--- config.mk ---
export PLATFORM = sky130hd
export DESIGN_NAME = debug_controller
export DESIGN_NICKNAME = d
export VERILOG_FILES = /design/src/rtl/debug_controller.sv
export SDC_FILE = /design/constraint.sdc
export NUM_CORES = 1
export LEC_CHECK = 0
export CORE_ASPECT_RATIO = 0.8
export CORE_UTILIZATION = 30
export DETAILED_ROUTE_END_ITERATION = 8
export HOLD_SLACK_MARGIN = 0.12
export PLACE_DENSITY = 0.59
export SYNTH_ARGS = -nofsm -noshare
export SYNTH_HDL_FRONTEND = slang
export SYNTH_SLANG_ARGS = --single-unit
export TNS_END_PERCENT = 20
--- constraint.sdc ---
create_clock -name clock -period 1.8 [get_ports clock]
set_input_delay 0.36 -clock clock [delete_from_list [all_inputs] [get_ports clock]]
set_output_delay 0.36 -clock clock [all_outputs]
set_load 0.01 [all_outputs]
--- src/rtl/debug_controller.sv ---
// Debug sequencer between the UART pair and the MIPS pipeline: loads a program
// byte-wise into instruction memory, runs or single-steps it, then dumps PC and registers.
module debug_controller #(
  parameter int                 NB_DATA   = 32,
  parameter int                 NB_ADDR   = 7,
  parameter int                 NB_REG    = 5,
  parameter int                 N_BITS    = 8,
  parameter logic [NB_DATA-1:0] HALT_WORD = 32'hFFFF_FFFF
) (
  input  logic               clock,
  input  logic               reset,
  input  logic [N_BITS-1:0]  rx_data,
  input  logic               rx_done,
  output logic [N_BITS-1:0]  tx_data,
  output logic               tx_start,
  input  logic               tx_done,
  output logic               mem_we,
  output logic [NB_ADDR-1:0] mem_addr,
  output logic [NB_DATA-1:0] mem_wdata,
  output logic               pc_clear,
  output logic               en_pipeline,
  input  logic               halt_i,
  input  logic [NB_ADDR-1:0] pc_i,
  output logic [NB_REG-1:0]  dbg_reg_addr,
  input  logic [NB_DATA-1:0] dbg_reg_data,
  output logic               busy,
  output logic [2:0]         state_o
);

  typedef enum logic [2:0] {
    S_IDLE      = 3'd0,
    S_LOAD      = 3'd1,
    S_WRITE     = 3'd2,
    S_RUN       = 3'd3,
    S_STEP      = 3'd4,
    S_DUMP_PC   = 3'd5,
    S_DUMP_REG  = 3'd6,
    S_DUMP_WAIT = 3'd7
  } state_t;

  localparam logic [N_BITS-1:0]  CMD_LOAD  = N_BITS'(1);
  localparam logic [N_BITS-1:0]  CMD_RUN   = N_BITS'(2);
  localparam logic [N_BITS-1:0]  CMD_STEP  = N_BITS'(3);
  localparam logic [NB_ADDR-1:0] ADDR_LAST = {NB_ADDR{1'b1}};
  localparam logic [NB_REG-1:0]  REG_LAST  = {NB_REG{1'b1}};

  state_t               state_q;
  logic [1:0]           byte_cnt_q;
  logic [NB_ADDR-1:0]   word_addr_q;
  logic [NB_DATA-1:0]   shift_q;
  logic [NB_DATA-1:0]   hold_q;
  logic [1:0]           byte_sel_q;
  logic                 pc_phase_q;
  logic [N_BITS-1:0]    tx_data_q;
  logic                 tx_start_q;
  logic                 mem_we_q;
  logic [NB_ADDR-1:0]   mem_addr_q;
  logic [NB_DATA-1:0]   mem_wdata_q;
  logic                 pc_clear_q;
  logic                 en_q;
  logic [NB_REG-1:0]    dbg_addr_q;

  function automatic logic [N_BITS-1:0] byte_of(input logic [NB_DATA-1:0] w,
                                                input logic [1:0]         sel);
    case (sel)
      2'd3:    byte_of = w[4*N_BITS-1 -: N_BITS];
      2'd2:    byte_of = w[3*N_BITS-1 -: N_BITS];
      2'd1:    byte_of = w[2*N_BITS-1 -: N_BITS];
      default: byte_of = w[N_BITS-1 -: N_BITS];
    endcase
  endfunction

  // Single sequencing FSM; every output is a register updated here.
  always_ff @(posedge clock or negedge reset) begin
    if (!reset) begin
      state_q     <= S_IDLE;
      byte_cnt_q  <= 2'd0;
      word_addr_q <= '0;
      shift_q     <= '0;
      hold_q      <= '0;
      byte_sel_q  <= 2'd0;
      pc_phase_q  <= 1'b0;
      tx_data_q   <= '0;
      tx_start_q  <= 1'b0;
      mem_we_q    <= 1'b0;
      mem_addr_q  <= '0;
      mem_wdata_q <= '0;
      pc_clear_q  <= 1'b0;
      en_q        <= 1'b0;
      dbg_addr_q  <= '0;
    end else begin
      tx_start_q <= 1'b0;
      mem_we_q   <= 1'b0;
      pc_clear_q <= 1'b0;
      case (state_q)
        S_IDLE: begin
          if (rx_done) begin
            case (rx_data)
              CMD_LOAD: begin
                pc_clear_q  <= 1'b1;
                word_addr_q <= '0;
                byte_cnt_q  <= 2'd0;
                state_q     <= S_LOAD;
              end
              CMD_RUN: begin
                // Enable is raised on the entry edge so a pipeline already
                // halted still sees exactly one enable cycle.
                en_q    <= 1'b1;
                state_q <= S_RUN;
              end
              CMD_STEP: begin
                en_q    <= 1'b1;
                state_q <= S_STEP;
              end
              default: state_q <= S_IDLE;
            endcase
          end
        end
        S_LOAD: begin
          if (rx_done) begin
            shift_q <= {shift_q[NB_DATA-N_BITS-1:0], rx_data};
            if (byte_cnt_q == 2'd3) begin
              byte_cnt_q  <= 2'd0;
              mem_we_q    <= 1'b1;
              mem_addr_q  <= word_addr_q;
              mem_wdata_q <= {shift_q[NB_DATA-N_BITS-1:0], rx_data};
              state_q     <= S_WRITE;
            end else begin
              byte_cnt_q <= byte_cnt_q + 2'd1;
            end
          end
        end
        S_WRITE: begin
          if ((shift_q == HALT_WORD) || (word_addr_q == ADDR_LAST)) begin
            state_q <= S_IDLE;
          end else begin
            word_addr_q <= word_addr_q + NB_ADDR'(1);
            state_q     <= S_LOAD;
          end
        end
        S_RUN: begin
          if (halt_i) begin
            en_q    <= 1'b0;
            state_q <= S_DUMP_PC;
          end else begin
            en_q <= 1'b1;
          end
        end
        S_STEP: begin
          en_q    <= 1'b0;
          state_q <= S_DUMP_PC;
        end
        S_DUMP_PC: begin
          tx_data_q  <= N_BITS'(pc_i);
          tx_start_q <= 1'b1;
          pc_phase_q <= 1'b1;
          state_q    <= S_DUMP_WAIT;
        end
        S_DUMP_REG: begin
          // Register value is captured on its first byte so later bytes stay coherent.
          if (byte_sel_q == 2'd3) begin
            hold_q    <= dbg_reg_data;
            tx_data_q <= byte_of(dbg_reg_data, 2'd3);
          end else begin
            tx_data_q <= byte_of(hold_q, byte_sel_q);
          end
          tx_start_q <= 1'b1;
          state_q    <= S_DUMP_WAIT;
        end
        S_DUMP_WAIT: begin
          if (tx_done) begin
            if (pc_phase_q) begin
              pc_phase_q <= 1'b0;
              dbg_addr_q <= '0;
              byte_sel_q <= 2'd3;
              state_q    <= S_DUMP_REG;
            end else if (byte_sel_q != 2'd0) begin
              byte_sel_q <= byte_sel_q - 2'd1;
              state_q    <= S_DUMP_REG;
            end else if (dbg_addr_q == REG_LAST) begin
              dbg_addr_q <= '0;
              state_q    <= S_IDLE;
            end else begin
              dbg_addr_q <= dbg_addr_q + NB_REG'(1);
              byte_sel_q <= 2'd3;
              state_q    <= S_DUMP_REG;
            end
          end
        end
        default: state_q <= S_IDLE;
      endcase
    end
  end

  assign tx_data      = tx_data_q;
  assign tx_start     = tx_start_q;
  assign mem_we       = mem_we_q;
  assign mem_addr     = mem_addr_q;
  assign mem_wdata    = mem_wdata_q;
  assign pc_clear     = pc_clear_q;
  assign en_pipeline  = en_q;
  assign dbg_reg_addr = dbg_addr_q;
  assign busy         = (state_q != S_IDLE);
  assign state_o      = state_q;

endmodule

After elaboration in Yosys (flattened, before gate mapping)
Cells that the tools add are included.
- equal/unequal tests: 27
- multiplexer cells: 42
- add/subtract/negate cells: 4
- shift operators: 0
- magnitude comparators: 0
- bitwise logic cells: 0
- multiply operators: 0
- div/mod/pow operators: 0
- reduce and logical (&&, ||, !) cells: 21
- operator list (kind ; count):
    32-bit equality test, second input constant ; 1
    8-bit case mux with 2 select lines ; 2
    3-bit two-way mux ; 8
    7-bit two-way mux ; 3
    3-bit case mux with 7 select lines ; 1
    8-bit by 2-bit equality test with 1-bit output, second input constant ; 2
    2-bit inequality test, second input constant ; 8
    5-bit two-way mux ; 3
    2-bit two-way mux ; 7
    7-bit case mux with 2 select lines ; 1
    3-bit equality test, second input constant ; 4
    1-bit two-way mux ; 12
    3-bit AND reduction ; 4
    2-bit nonzero test ; 5
    3-bit case mux with 3 select lines ; 1
    8-bit by 1-bit equality test with 1-bit output, second input constant ; 1
    8-bit two-way mux ; 1
    4-bit AND reduction ; 2
    7-bit by 1-bit adder with 7-bit output, second input constant ; 1
    7-bit equality test, second input constant ; 1
    2-bit equality test, second input constant ; 3
    3-bit by 2-bit equality test with 1-bit output, second input constant ; 2
    2-bit AND reduction ; 3
    3-bit nonzero test ; 2
    other kinds (15) ; 16
- logic and storage cells: 109
- flip-flop bits (word level): 127
- ROM bits: 0
- memories: 0
- memory bits (writable): 0
- latch bits: 0
- output and inout bits: 60
- input bits: 52

Logic depth before layout (Yosys ltp)
- depth in word-level cells: 6
- depth in mapped cells: 8
- gate-level depth less buffers: 7

Least setup slack after synthesis
OpenSTA, ideal clock, no wires.
- kind: reg-to-reg
- start: reg byte_sel_q[0]
- end: reg tx_data_q[7], in the netlist tx_data[7]
- slack: 0.035 ns
- clock period less this slack: 1.765 ns
- cell stages (with the launch flop): 9
- data arrival time: 1.680 ns
- cells stage by stage: dfrtp_1 inv_1 ha_1 clkbuf_1 clkbuf_1 nor2_1 a211oi_1 a21oi_1 o22ai_1
- word-level cells in the longest chain between the ends: 4
- elaborated cells between the ends (all ways): 6
- ends and longest elaborated chain (what ; RTL line ; text):
    start, declared ; 52 ; logic [1:0] byte_sel_q;
    start signal, assigned ; 178 ; byte_sel_q <= byte_sel_q - 2'd1;
    2-bit by 1-bit equality test with 1-bit output / 2-bit equality test (equally long branches) ; 65 ; case (sel)
    8-bit case mux with 2 select lines ; 65 ;
    8-bit two-way mux (*) ; 161 ; if (byte_sel_q == 2'd3) begin
    8-bit case mux with 2 select lines (*) ; 95 ; case (state_q)
    end signal, assigned ; 154 ; tx_data_q <= N_BITS'(pc_i);
    end signal, assigned ; 163 ; tx_data_q <= byte_of(dbg_reg_data, 2'd3);
    end signal, assigned ; 165 ; tx_data_q <= byte_of(hold_q, byte_sel_q);
    end, declared ; 54 ; logic [N_BITS-1:0] tx_data_q;
Every way passes the cells marked *; elsewhere a longest branch is shown, timed or not.
A chain may end at the register's enable or synchronous reset.

Worst setup path after layout
- start: reg state_q[2], in the netlist state_o[2]
- end: reg word_addr_q[6]
- word-level cells in the longest chain between the ends: 3
- elaborated cells between the ends (all ways): 8
- ends and longest elaborated chain (what ; RTL line ; text):
    start, declared ; 47 ; state_t state_q;
    start signal, assigned ; 76 ; state_q <= S_IDLE;
    start signal, assigned ; 103 ; state_q <= S_LOAD;
    start signal, assigned ; 109 ; state_q <= S_RUN;
    3-bit by 2-bit equality test with 1-bit output / 3-bit logical NOT (equally long branches) ; 95 ;
    2-bit inequality test (no line) (tied with other cells) ; - ;
    4-bit AND reduction (no line) ; - ;
    end signal, assigned ; 137 ; word_addr_q <= word_addr_q + NB_ADDR'(1);
    end, declared ; 49 ; logic [NB_ADDR-1:0] word_addr_q;
Several ways; a longest one is shown, not always the timed one.

==> summary.md <==
| Metric | Value |
|---|---|
| Outcome | finished clean |
| Drt total wl | 14930 um |
| CP Capture Type | flip-flop |
| Placer's final routability congestion estimate | 0.8020 |
| Crit path largest cell delay | 450 ps |
| # port buffers | 111 |
| Max_cap viols | 0 |
| Vias in the first global route | 4642 |
| Clk Latency, worst-skew pair | 410 ps |
| Post-synth top flop | dfrtp_1 |
| Min-delay worst type | in2async |
| Tcrit/Tclk final | 97.73% |
| Number of synthesized register bits | 127 |
| # fillers | 1759 |
| Initial Util | 30.79% |
| Std-Cell Rows | 45 |
| Worst-path clk slew | 60 ps |
| WP data arrival | 2070 ps |
| HPWL Detailed | 10880 um |
| Height of the die | 127.2 um |
| GRT Overall Usage | 15.72% |
| CTS Root Cell | clkbuf_16 |
| Num CTS Buffers | 17 |
| Sink Count | 127 |
| Final setup violation count | 0 |
| Largest net degree at the start of global routing | 39 |
| Post-route cell area | 0.008307 mm2 |
| CTS tree | done |
| Post-DP Area | 0.007641 mm2 |
| RSZ-0062 raised after global routing | yes |
| Global route overflow | 0 |
| First-pass GRT wire length | 24220 um |
| DR vias | 4482 |
| # DRC | 0 |
| Register area share after synthesis | 54.08% |
| Distinct cells, synth | 57 |
| Post-Syn Instances | 517 |
| Synth area leaders | dfrtp_1 (54%), mux2_4 (10%), nand2_1 (7.0%) |
| Initial DRC Count | 211 |
| Final net count | 732 |
| Worst EP required | 2110 ps |
| Synth top area share | 54.08% |
| Synth-to-Final Area Change | 41.35% |
| Synth async-reset ratio | 100.0% |
| Worst Path Max Fanout | 5 |
| Rel. slew slack | 74.97% |
| Die Wd | 158.5 um |
| Synth warn | 0 |
| Post-synth top area cell | dfrtp_1 |
| FMAX | 568.5 MHz |
| Synth Net Count | 577 |
| Crit path time final | 1759 ps |
| H-Tree Depth | 4 |
| Final hold vios | 0 |
| Die ar. | 0.02016 mm2 |
| Crit path cell chain | buf_4 > or3b_1 > a21oi_4 > o21ai_4 > o41ai_2 |
| Detailed Routing Iterations Pass 1 | 4 |
| Final Skew | 9.421 ps |
| Post-synth EDFFs | 0 |
| Fraction of layout cells with a size suffix above 1 | 24.56% |
| Worst slew pin tran | 375.4 ps |
| Power, Total | 12930 uW |
| Fin. max-slew vios | 0 |
| Leakage power total | 0.003951 uW |
| Worst setup SP type | flip-flop |
| PwrDens | 1556 mW/mm2 |
| Post-synth design cell area | 0.005877 mm2 |
| Initial antenna violation count | 0 |
| Syn_area_per_cell | 11.37 um2 |
| Setup CP Type | reg2reg |
| VDD IR max | 0.6221 mV |
| Vias per Instance | 4.758 |
| # diodes | 0 |
| Top Ports | 112 |
| CTS max path bufs | 2 |
| Wire per inst | 15.85 um |
| Core area | 0.01909 mm2 |
| CP max stage cell | or3b_1 |
| ANT nets after route | 0 |
-- through the flow --
stage	hold slack, ps	std cells	TNS [ps]	setup slack [ps]	utilization (%)
floorplan	64.41	517	0	34.58	-
global placement	295.6	908	-11570	-243.9	40.03
detailed placement	299.9	908	-12400	-256.4	40.03
CTS	408.5	942	0	5.195	43.38
global route	425.2	942	-65.80	-21.28	43.52
finish	405.2	942	0	40.86	43.52
-- metal layers --
| metal | vias up | part of all wire [%] | global-route usage [%] |
|---|---|---|---|
| met5 | - | 0 | 0 |
| met4 | 0 | 1.1 | 4.412 |
| met3 | 12 | 7.1 | 5.733 |
| met2 | 127 | 47 | 24.64 |
| met1 | 2200 | 45 | 20.34 |
| li1 | 2143 | - | - |
-- registers in the layout, indices dropped and copies added, names as in the netlist, 2 cells and up --
register,flops
hold_q,24
state_o,3
mem_wdata,32
tx_data,8
mem_addr,7
shift_q,32
dbg_reg_addr,5
byte_cnt_q,2
byte_sel_q,2
word_addr_q,7
-- cell type report --
class | count | area (um2) | area share [%]
Multi-Input combinational cell | 346 | 2516 | 30.29
Clock buffer | 19 | 442.9 | 5.332
Tap cell | 258 | 322.8 | 3.886
Sequential cell | 127 | 3182 | 38.30
Clock inverter | 12 | 161.4 | 1.943
Inverter | 14 | 52.55 | 0.6326
Timing Repair Buffer | 166 | 1629 | 19.61
-- cell usage after synthesis, types with 2 or more instances --
library cell,count
dfrtp_1,127
mux2_2,24
and3_1,4
buf_6,4
a211oi_1,9
o22ai_1,2
clkbuf_1,18
o31ai_1,2
a21oi_1,10
o21ai_0,28
nor2b_1,2
or3_1,3
buf_4,2
mux2_4,39
and2_1,4
mux2i_1,7
and4_1,2
or4_4,2
ha_1,8
nor2_1,14
buf_2,6
nand2b_1,3
nand3_1,6
a22oi_1,16
nand4_1,10
nor3_1,4
nand2_1,109
o211ai_1,3
a2bb2oi_1,8
inv_1,14
-- final timing paths --
kind / from / slack [ps] / cells after the start / to
max in group asynchronous: reset / 860 / 3 / hold_q[11]
hold / removal: reset / 410 / 2 / mem_wdata[30]
hold reg to reg: shift_q[30] / 470 / 2 / shift_q[30]
setup reg to reg: state_o[2] / 40 / 5 / word_addr_q[6]
setup / recovery: state_o[2] / 40 / 5 / word_addr_q[6]
min in group clock: shift_q[30] / 470 / 2 / shift_q[30]
-- timing repair --
| action | CTS | global route |
|---|---|---|
| setup endpoints to repair | 4 | 44 |
| gates cloned | 0 | 0 |
| setup buffers | 2 | 0 |
| hold buffers | 1 | 0 |
| gates resized for setup | 9 | 14 |
| endpoints found under the hold margin | 21 | 0 |
-- critical path, delay by kind of cell, from the launching register on --
| family | cells | cell delay, ps |
|---|---|---|
| AND/OR/NAND/NOR | 1 | 450 |
| flip-flops | 1 | 420 |
| AO/OA/AOI/OAI | 3 | 630 |
| buffers and inverters | 1 | 160 |
-- cells by family after synthesis --
group	Yosys count	synth area share, %
multiplexers	70	15.75
AND/OR/NAND/NOR	171	13.33
buffers and inverters	44	3.577
AO/OA/AOI/OAI	97	11.56
adder cells (fa/ha/maj)	8	1.703
flip-flops	127	54.08
-- cell usage in the layout, fill, tap and decap left out, types with 14 or more instances in the layout --
cell | synthesis | final
dfrtp_1 | 127 | 124
nand2_1 | 109 | 108
clkdlybuf4s50_1 | 0 | 102
buf_4 | 2 | 47
mux2_4 | 39 | 39
o21ai_0 | 28 | 24
mux2_2 | 24 | 24
clkbuf_16 | 0 | 17
a22oi_1 | 16 | 16
inv_1 | 14 | 14
nor2_1 | 14 | 14
-- where the power goes --
| group | total [uW] | internal [uW] | switching, uW |
|---|---|---|---|
| logic | 4700 | 2580 | 2120 |
| clock network | 3510 | 2220 | 1290 |
| registers | 4720 | 3880 | 833 |
| total | 12900 | 8690 | 4240 |
Note: power is estimated with default switching activity, not from simulation.
